[src/rtl/dht22_responder.sv]
// DHT22 sensor emulator: answers a host start pulse with preamble plus a 40-bit frame.
// Optional CHECKSUM_ERR_INJ_EN adds corrupt_checksum to transmit an inverted checksum.
module dht22_responder #(
    parameter int TICK_DIV     = 50,
    parameter int START_MIN_US = 800,
    parameter int ACK_DELAY_US = 30
) (
    input  logic        clk,
    input  logic        reset,
    input  logic        data_in,
    output logic        data_oe,
    input  logic [15:0] humidity,
    input  logic [15:0] temperature,
    input  logic        enable,
`ifdef CHECKSUM_ERR_INJ_EN
    input  logic        corrupt_checksum,
`endif
    output logic        busy,
    output logic        frame_done
);

    localparam int PW = (TICK_DIV > 1) ? $clog2(TICK_DIV) : 1;

    typedef enum logic [2:0] {
        S_IDLE,
        S_HOST_LOW,
        S_ACK_WAIT,
        S_RESP_LOW,
        S_RESP_HIGH,
        S_BIT_LOW,
        S_BIT_HIGH,
        S_TAIL_LOW
    } state_t;

    function automatic logic [7:0] checksum8(input logic [31:0] w);
        return w[31:24] + w[23:16] + w[15:8] + w[7:0];
    endfunction

    state_t        state_q, state_d;
    logic          sync1_q, sync2_q;
    logic [PW-1:0] pre_q, pre_d;
    logic [15:0]   us_q, us_d;
    logic [5:0]    idx_q, idx_d;
    logic [39:0]   shift_q, shift_d;
    logic          data_oe_q, data_oe_d;
    logic          busy_q, busy_d;
    logic          frame_done_q, frame_done_d;

    logic          tick_s;
    logic          phase_end_s;
    logic          start_ok_s;
    logic [15:0]   phase_us_s;
    logic [7:0]    cks_s;

    assign tick_s      = (pre_q == PW'(TICK_DIV - 1));
    assign phase_end_s = tick_s && (us_q == phase_us_s - 16'd1);
    // Counts the current cycle too, so a pin low of exactly START_MIN_US is accepted.
    assign start_ok_s  = (us_q >= 16'(START_MIN_US)) ||
                         ((us_q == 16'(START_MIN_US - 1)) && tick_s);

    assign data_oe    = data_oe_q;
    assign busy       = busy_q;
    assign frame_done = frame_done_q;

    // Checksum of the live inputs, optionally inverted for host error testing.
    always_comb begin
        cks_s = checksum8({humidity, temperature});
`ifdef CHECKSUM_ERR_INJ_EN
        if (corrupt_checksum) begin
            cks_s = ~checksum8({humidity, temperature});
        end else begin
            cks_s = checksum8({humidity, temperature});
        end
`endif
    end

    // Length in microseconds of the phase held by the current state.
    always_comb begin
        case (state_q)
            S_ACK_WAIT:  phase_us_s = 16'(ACK_DELAY_US);
            S_RESP_LOW:  phase_us_s = 16'd80;
            S_RESP_HIGH: phase_us_s = 16'd80;
            S_BIT_LOW:   phase_us_s = 16'd50;
            S_BIT_HIGH:  phase_us_s = shift_q[39] ? 16'd70 : 16'd26;
            S_TAIL_LOW:  phase_us_s = 16'd50;
            default:     phase_us_s = 16'd1;
        endcase
    end

    // Next-state, frame shifter and registered output decode.
    always_comb begin
        state_d = state_q;
        idx_d   = idx_q;
        shift_d = shift_q;
        case (state_q)
            S_IDLE: begin
                if (!sync2_q && enable) state_d = S_HOST_LOW;
                else                    state_d = S_IDLE;
            end
            S_HOST_LOW: begin
                if (sync2_q) begin
                    if (start_ok_s) begin
                        state_d = S_ACK_WAIT;
                        shift_d = {humidity, temperature, cks_s};
                    end else begin
                        state_d = S_IDLE;
                    end
                end else begin
                    state_d = S_HOST_LOW;
                end
            end
            S_ACK_WAIT:  if (phase_end_s) state_d = S_RESP_LOW;  else state_d = S_ACK_WAIT;
            S_RESP_LOW:  if (phase_end_s) state_d = S_RESP_HIGH; else state_d = S_RESP_LOW;
            S_RESP_HIGH: begin
                if (phase_end_s) begin
                    state_d = S_BIT_LOW;
                    idx_d   = 6'd39;
                end else begin
                    state_d = S_RESP_HIGH;
                end
            end
            S_BIT_LOW:   if (phase_end_s) state_d = S_BIT_HIGH;  else state_d = S_BIT_LOW;
            S_BIT_HIGH: begin
                if (phase_end_s) begin
                    if (idx_q == 6'd0) begin
                        state_d = S_TAIL_LOW;
                    end else begin
                        state_d = S_BIT_LOW;
                        idx_d   = idx_q - 6'd1;
                        shift_d = {shift_q[38:0], 1'b0};
                    end
                end else begin
                    state_d = S_BIT_HIGH;
                end
            end
            S_TAIL_LOW:  if (phase_end_s) state_d = S_IDLE;      else state_d = S_TAIL_LOW;
            default:     state_d = S_IDLE;
        endcase

        data_oe_d    = (state_d == S_RESP_LOW) || (state_d == S_BIT_LOW) ||
                       (state_d == S_TAIL_LOW);
        busy_d       = (state_d != S_IDLE) && (state_d != S_HOST_LOW);
        frame_done_d = (state_q == S_TAIL_LOW) && (state_d == S_IDLE);
    end

    // Microsecond prescaler and counter; restart on every state change.
    always_comb begin
        if ((state_d != state_q) || (state_q == S_IDLE)) begin
            pre_d = '0;
            us_d  = 16'd0;
        end else if (tick_s) begin
            pre_d = '0;
            us_d  = (us_q == 16'hFFFF) ? us_q : us_q + 16'd1;
        end else begin
            pre_d = pre_q + PW'(1);
            us_d  = us_q;
        end
    end

    // Two-flop synchronizer; idles high like the pulled-up line.
    always_ff @(posedge clk or posedge reset) begin
        if (reset) begin
            sync1_q <= 1'b1;
            sync2_q <= 1'b1;
        end else begin
            sync1_q <= data_in;
            sync2_q <= sync1_q;
        end
    end

    // State, timing and output registers.
    always_ff @(posedge clk or posedge reset) begin
        if (reset) begin
            state_q      <= S_IDLE;
            pre_q        <= '0;
            us_q         <= 16'd0;
            idx_q        <= 6'd0;
            shift_q      <= 40'd0;
            data_oe_q    <= 1'b0;
            busy_q       <= 1'b0;
            frame_done_q <= 1'b0;
        end else begin
            state_q      <= state_d;
            pre_q        <= pre_d;
            us_q         <= us_d;
            idx_q        <= idx_d;
            shift_q      <= shift_d;
            data_oe_q    <= data_oe_d;
            busy_q       <= busy_d;
            frame_done_q <= frame_done_d;
        end
    end

endmodule
[config.mk]
export PLATFORM = sky130hd
export DESIGN_NAME = dht22_responder
export DESIGN_NICKNAME = d
export VERILOG_FILES = /design/src/rtl/dht22_responder.sv
export SDC_FILE = /design/constraint.sdc
export NUM_CORES = 1
export LEC_CHECK = 0
export ABC_CLOCK_PERIOD_IN_PS = 3300
export CAP_MARGIN = 5
export CORE_ASPECT_RATIO = 1.25
export CORE_UTILIZATION = 54
export DETAILED_ROUTE_END_ITERATION = 10
export GPL_ROUTABILITY_DRIVEN = 0
export GPL_TIMING_DRIVEN = 0
export HOLD_SLACK_MARGIN = 0.15
export PLACE_DENSITY = 0.74
export SLEW_MARGIN = 30
export SYNTH_ARGS = -nofsm -noshare
export SYNTH_HDL_FRONTEND = slang
export SYNTH_SLANG_ARGS = --single-unit
[constraint.sdc]
create_clock -name clk -period 3.3 [get_ports clk]
set_input_delay 0.33 -clock clk [delete_from_list [all_inputs] [get_ports clk]]
set_output_delay 0.33 -clock clk [all_outputs]
set_load 0.01 [all_outputs]
# Word-level counts from Yosys, hierarchy flattened
# Cells that the tools add are included.
dict set report totals {
  regBits 76
  in_bits 36
}
dict set report classes {
  addsub 7
  n_lt_le_gt_ge 1
  n_eq_ne 22
  mux 27
  n_reduce_logical 22
}
# operator count
set ops {}
lappend ops {{$mux 40} 4}
lappend ops {{$pmux 40 s2} 1}
lappend ops {{$mux 16} 3}
lappend ops {{$mux 6} 5}
lappend ops {{$pmux 7 s4} 1}
lappend ops {{$add 8x8->8} 3}
lappend ops {{$pmux 3 s8} 1}
lappend ops {{$eq 3x3->1 const B} 6}
lappend ops {{$add 16x1->16 const B} 1}
lappend ops {{$eq 16x10->1 const B} 1}
lappend ops {{$eq 16x16->1} 1}
lappend ops {{$eq 16x16->1 const B} 1}
lappend ops {{$ge 16x10->1 const B} 1}
lappend ops {{$sub 16x1->16 const B} 1}
lappend ops {{$mux 3} 4}
lappend ops {{$ne 2x2->1 const B} 6}
lappend ops {{$pmux 6 s2} 1}
lappend ops {{$eq 3x2->1 const B} 3}
lappend ops {{$mux 7} 1}
lappend ops {{$add 6x1->6 const B} 1}
lappend ops {{$eq 6x6->1 const B} 1}
lappend ops {{$logic_not 3->1} 2}
lappend ops {{$logic_not 6->1} 1}
lappend ops {{$mux 2} 3}
lappend ops {{other kinds (14)} 26}

# Depth between registers and ports, before layout
# Gate-level depths: netlist of the first run.
dict set report depth {
  depth_word 12
  depth_mapped 14
  mapped_depth_nobuf 11
}

# Worst setup path before layout of the first run
# Ideal clock, no wire load.
dict set report synth_timing {
  path_kind {register to register}
  start {reg state_q[2]}
  end {reg shift_q[10]}
  setup_ns 0.125
  t_arrival_ns 3.263
  required_time_ns 3.175
  setup_slack_ns -0.088
  path_stages_with_launch 14
  period_less_slack_ns 3.388
  cell_sequence {dfrtp_1 -> buf_2 -> or2_2 -> clkbuf_1 -> ha_1 -> buf_6 -> nor3b_4 -> ha_1 -> xnor2_1 -> nor4_1 -> o2111ai_1 -> o31a_4 -> buf_12 -> mux2_4}
}
dict set report synth_via {
  elab_chain_len 8
}
# item line_no
set synth_rtl {}
lappend synth_rtl {{start: declaration} 39} ;# state_t state_q, state_d;
lappend synth_rtl {{start signal: assignment} 183} ;# state_q <= state_d;
lappend synth_rtl {{$eq 3x3->1 or $eq 3x2->1 (tied branches)} 79} ;# case (state_q)
lappend synth_rtl {{$reduce_or 2->1 (no line)} --}
lappend synth_rtl {{$pmux 7 s4} 79}
lappend synth_rtl {{$sub 16x1->16} 56} ;# assign phase_end_s = tick_s && (us_q == phase_us_s - 16'd1);
lappend synth_rtl {{$eq 16x16->1} 56}
lappend synth_rtl {{$logic_and 1x1->1} 56}
lappend synth_rtl {{$ne 2x2->1 (no line)} --}
lappend synth_rtl {{$reduce_and 5->1 (no line)} --}
lappend synth_rtl {{end signal: assignment} 187} ;# shift_q <= shift_d;
lappend synth_rtl {{end: declaration} 44} ;# logic [39:0] shift_q, shift_d;
# Parallel ways exist; a longest one is shown, timed or not.
# A chain may end at the register's enable or synchronous reset.

# Worst setup path after layout of the first run
dict set report layout_timing {
  start {reg state_q[1]}
  end {reg shift_q[11]}
}
# Same word-level chain as after synthesis.

==> impl_metrics.csv, run 1 <==
group,metric,value,unit
status,outcome,"complete, no violations",
critical_path,crit_chain,"buf_6 -> or2_4 -> ha_2 -> buf_6 -> nor3b_4 -> buf_4 -> or4_4 -> a22oi_4 -> nand3_2 -> o31a_4 -> buf_12 -> buf_12 -> mux2_4",
yosys,netlist_area,5150,sq um
floorplan,placementRows,39,
layout,regArea,1910,sq um
layout,fin_util,68.8,%
clocking,clockBufferDepth,2,
clocking,path_clk_slew,60,ps
layout,area_growth_syn_to_layout,23.2,%
floorplan,dieHeight,111,um
placement,dp.cells,691,
layout,fillers,697,
yosys,synth_cell_types,70,
yosys,ys_seq_elements,76,
sta,fmax,309,MHz
pwr,power_leakage,2.82,nW
routing,first_pass_iters,4,
sta,setup_viol,0,
critical_path,crit_path_max_fanout,10,
clocking,cts_buffers,9,
global_route,grt_antenna_before_repair,0,
pwr,powerDensity,377,nW/um^2
layout,final_cells,725,
sta,slew_headroom,39.0,%
global_route,grt_usage,27.3,%
clocking,clock-sinks,76,
floorplan,die_w,89.4,um
routing,routedWlPerCell,17.3,um
critical_path,cp-end-kind,"flop",
critical_path,required,3530,ps
layout,nNetsFinal,662,
global_route,grt_max_degree,40,
yosys,syn_inst,529,
global_route,grt_pass1_vias,4279,
critical_path,cp.arrival,3460,ps
yosys,synth_edf_count,0,
sta,post-route-min-period,3240,ps
pwr,ir_drop,309,uV
routing,wl,12500,um
pwr,p_total,0.00239,W
sta,maxSlewViolCount,0,
yosys,synthFlopType,"dfrtp_1",
critical_path,critical_path_class,"reg2reg",
sta,worstMarginPinSlew,907,ps
sta,hold_viol_final,0,
clocking,cts_tree,"built",
routing,viasPerCell,5.66,
critical_path,max_stage_delay,420,ps
clocking,cts_hold_buffers,0,
clocking,cts_root_buf,"clkbuf_16",
floorplan,start_util,55.9,%
global_route,grt_pass1_wl,20500,um
routing,antenna_left,0,
critical_path,cp-start-kind,"flop",
global_route,grt_overflow_total,0,
yosys,ys_seq_area_share,37.0,%
clocking,clk_latency,340,ps
routing,initialDrtViolationCount,256,
critical_path,cp_top_family,"simple AND/OR/NAND/NOR gates",
layout,drive_gt1_share,20.1,%
placement,dp_hpwl,8850,um
run,max_cap_viol_count,0,
yosys,async_flop_share,100,%
routing,drc_errors,0,
layout,final_common_cell,"nand2_1",
routing,vias,4103,
critical_path,crit_slowest_cell,"or4_4",
sta,fin_setup_tns,0,ps
yosys,synth_nets,594,
yosys,avgSynthCellArea,9.74,sq um
floorplan,ios,39,
sta,rsz0062_at_grt,"yes",
floorplan,die_area,9940,sq um
critical_path,crit_buf_inv,5,
yosys,yosysWarnings,0,
placement,numPortBuffers,38,
layout,antenna_cells,0,
layout,layout_common_cells,"116 x nand2_1, 73 x dfrtp_1, 39 x mux2_4",
sta,period_share,98.1,%
layout,multi_input_area,3050,sq um
clocking,cts_max_level,3,
sta,skew,9.17,ps
min_path,hold_path.class,"reg2reg",
floorplan,core,9220,sq um
-- synth_stat cells (all sizes together), types with 4 or more instances --
cell type	number	area, sq um
nor2b	4	25.0
and3	9	56.3
or2	4	25.0
mux2	40	597
o21ai	9	45.0
buf	14	145
o211ai	4	30.0
nand2	116	435
dfrtp	74	1850
a21oi	11	55.1
xor2	7	61.3
inv	20	75.1
o31ai	4	30.0
nor3	16	85.1
nand4	4	31.3
ha	15	188
nor2	38	143
fa	14	280
nor4	5	31.3
clkbuf	15	57.6
xnor2	27	244
nand3	21	110
-- cell families (layout without fill, tap and decap cells) --
group	after synthesis	count (layout)	share of synthesized area [%]
AOI/OAI and AO/OA	59	59	8.62
xor gates and xnor gates	34	34	5.92
adders and majority gates	29	29	9.08
buffers and inverters	49	122	5.39
DFF	76	76	37.0
muxes	43	43	12.2
and+or+nand+nor	239	239	21.9
-- worst register-to-register path: stages (launching register included) --
cell,delay [ps]
dfrtp_1,370
buf_6,130
or2_4,260
ha_2,180
buf_6,110
nor3b_4,140
buf_4,140
or4_4,420
a22oi_4,270
nand3_2,110
o31a_4,400
buf_12,160
buf_12,150
mux2_4,290
-- through the flow --
stage	worst slack (ps)	cell area (sq um)	hold slack, ps
3_3_place_gp	-577	5700	346
3_5_place_dp	-607	5720	347
5_1_grt	-24.6	6350	366
6_report	62.9	6350	356
4_1_cts	-20.8	6310	355
2_1_floorplan	58.3	5170	334
-- final timing paths --
path | start | to | slack, ps | depth (start not counted)
setup / recovery | state_q[1] | shift_q[11] | 60 | 13
hold / removal | sync1_q | sync2_q | 360 | 0
setup reg to reg | state_q[1] | shift_q[11] | 60 | 13
hold reg to reg | sync1_q | sync2_q | 360 | 0
max in group asynchronous | reset | state_q[2] | 2340 | 3
min in group asynchronous | reset | shift_q[37] | 370 | 2
-- per-layer routing --
layer / GRT usage [%] / vias up / part of all wire [%] / routed length [um]
met2: 47.4 / 97 / 53 / 6670
met5: 0 / - / 0 / 0
li1: - / 1949 / - / -
met4: 12.3 / 0 / 3.4 / 425
met3: 4.84 / 33 / 3.4 / 422
met1: 32.1 / 2024 / 40 / 5000
-- timing repair --
action,CTS,global route
gates cloned,3,0
setup buffers,16,1
pin swaps,7,5
resized for setup,21,8
endpoints found under the setup margin,72,64
-- final cells by class --
class	instances	area share, %
Buffer	27	3.47
Clock buffer	11	3.82
Clock inverter	5	0.926
Sequential cell	76	30.0
Multi-Input combinational cell	404	48.1
Inverter	20	1.28
Tap cell	123	2.42
Timing Repair Buffer	59	9.99
-- state kept, by name, indices dropped and copies added, names as in the netlist --
signal	flops
frame_done	1
shift_q	40
idx_q	6
sync1_q	1
sync2_q	1
pre_q	6
data_oe	1
state_q	3
us_q	16
busy	1
-- where the power goes --
part,switching [W],total (W),internal [W]
Combinational,0.000206,0.000422,0.000216
Clock,0.000404,0.00101,0.000608
Sequential,0.0000110,0.000959,0.000948
(Power assumes the default switching activity.)
==> inputs of run 2 (changes only) <==
- TNS_END_PERCENT: unset -> 20
==> run 2 against run 1 <==
  * Sequential power about the same
  * Setup slack barely moved
  * Die area stayed put
  * Via count down 0.97%
  * First-iteration DRC count fell by 2.7%
  * Critical path type unchanged
  * Total power about the same
==> impl_metrics.csv, run 2 (synthesized netlist as in run 1, its figures left out) <==
group,metric,value,unit
floorplan,die_area,9940,sq um
sta,setup_viol,0,
critical_path,required,3500,ps
run,max_cap_viol_count,0,
layout,multi_input_area,3040,sq um
sta,rsz0062_at_grt,"yes",
pwr,ir_drop,309,uV
critical_path,cp-start-kind,"flop",
routing,drc_errors,0,
sta,hold_viol_final,0,
routing,initialDrtViolationCount,249,
clocking,cts_max_level,3,
global_route,grt_overflow_total,0,
pwr,clockPowerShare,42.3,%
sta,setup_ws,63.0,ps
min_path,min_delay_path_depth,0,
clocking,clockBufferDepth,2,
critical_path,crit_path_max_fanout,10,
critical_path,cp.arrival,3440,ps
layout,final_cells,725,
global_route,grt_usage,27.3,%
sta,skew,9.35,ps
critical_path,max_stage_delay,370,ps
layout,regMostFlops,"shift_q",
critical_path,reg2regPathDepth,14,
sta,post-route-min-period,3240,ps
layout,top_regs,"shift_q: 40 flops, us_q: 16 flops",
clocking,clk_latency,340,ps
sta,fin_hold_ws,356,ps
routing,viasPerCell,5.60,
pwr,p_sw_share,26.0,%
clocking,cts_root_buf,"clkbuf_16",
critical_path,crit_chain,"buf_6 -> or2_4 -> ha_2 -> buf_6 -> nor3b_4 -> ha_1 -> xor2_1 -> nor4_2 -> buf_4 -> o2111a_1 -> nand4_2 -> a21oi_4 -> buf_4 -> nor3_1",
placement,dp_hpwl,8850,um
layout,drive_gt1_share,19.9,%
placement,numPortBuffers,38,
global_route,grt_pass1_vias,4279,
floorplan,placementRows,39,
floorplan,start_util,55.9,%
clocking,cts_tree,"built",
min_path,hold_path.class,"reg2reg",
floorplan,die_w,89.4,um
critical_path,cp-end-kind,"flop",
layout,nNetsFinal,662,
sta,fmax,309,MHz
layout,fillers,699,
placement,dpl_cell_area,5720,sq um
sta,maxSlewViolCount,0,
global_route,grt_antenna_before_repair,0,
clocking,path_clk_slew,60,ps
critical_path,critical_path_class,"reg2reg",
routing,vias,4063,
pwr,powerDensity,378,nW/um^2
layout,area_growth_syn_to_layout,23.0,%
critical_path,crit_slowest_cell,"dfrtp_1",
routing,first_pass_iters,4,
pwr,power_leakage,2.82,nW
status,outcome,"complete, no violations",
clocking,cts_buffers,9,
routing,antenna_left,0,
sta,period_share,98.1,%
floorplan,core,9220,sq um
pwr,power_frac_comb,17.6,%
layout,largest_register_ffs,40,
pwr,p_switching,0.000621,W
layout,antenna_cells,0,
routing,routedWlPerCell,17.3,um
sta,slew_headroom,39.4,%
routing,wl,12500,um
floorplan,ios,39,
layout,regArea,1910,sq um
placement,place_ws,-607,ps
global_route,grt_pass1_wl,20500,um
layout,layout_common_cells,"116 x nand2_1, 73 x dfrtp_1, 39 x mux2_4",
clocking,clock-sinks,76,
layout,final_common_cell,"nand2_1",
pwr,pwr-share-seq,40.1,%
global_route,grt_max_degree,40,
layout,final_area,6340,sq um
pwr,p_total,0.00239,W
pwr,internal_power,0.00177,W
floorplan,dieHeight,111,um
placement,dp.cells,691,
sta,worstMarginPinSlew,902,ps
==> run 2: cell counts in the layout (fill, tap and decap cells not counted) <==
Identical to the previous run, type by type.
==> run 2: metal layers <==
layer	track usage (%)	wire [um]	share of wire [%]
met1	32.1	5040	40
met2	47.4	6690	54
met3	4.84	349	2.8
met4	12.3	423	3.4
met5	0	0	0
==> run 2: worst paths after layout <==
path | startpoint | to | slack, ps
max in group asynchronous | reset | state_q[2] | 2340
setup reg to reg | state_q[1] | pre_q[4] | 60
min in group asynchronous | reset | shift_q[28] | 370
hold / removal | sync1_q | sync2_q | 360
setup / recovery | state_q[1] | pre_q[4] | 60
hold reg to reg | sync1_q | sync2_q | 360
==> run 2: worst max-delay path, delay by kind of cell, from the launching register on <==
| kind | cells | cell delay (ps) |
|---|---|---|
| AND/OR/NAND/NOR | 5 | 1000 |
| buffers and inverters | 4 | 630 |
| AO/OA/AOI/OAI | 2 | 530 |
| adder cells (fa/ha/maj) | 2 | 380 |
| flip-flops | 1 | 370 |
| XOR/XNOR | 1 | 170 |
==> run 2: layout make-up <==
cell class / count / area share [%]
Multi-Input combinational cell: 404 / 48.0
Sequential cell: 76 / 30.1
Timing Repair Buffer: 59 / 10.0
Clock buffer: 11 / 3.83
Buffer: 27 / 3.47
Tap cell: 123 / 2.43
Inverter: 20 / 1.28
Clock inverter: 5 / 0.928
==> run 2: what timing repair did <==
action                                  in CTS  in global routing
buffers inserted                            16                  1
gates cloned                                 3                  0
hold buffers                                 0                  0
pin swaps                                    7                  5
endpoints found under the setup margin      72                 64
resized for setup                           21                  6
==> run 2: metrics by stage <==
step                      utilization (%)  TNS [ps]
after floorplan                         -         0
after global placement               61.8    -39530
after detailed placement             62.1    -24470
after CTS                            68.4      -294
after global routing                 68.7      -276
final                                68.7         0
==> run 2: power by group through the flow <==
stage,sequential [W],clock (W),combinational (W)
floorplan,0.000971,0,0.000281
global placement,0.000974,0,0.000389
detailed placement,0.000974,0,0.000406
CTS,0.000958,0.00103,0.000412
global route,0.000960,0.00107,0.000461
finish,0.000959,0.00101,0.000421
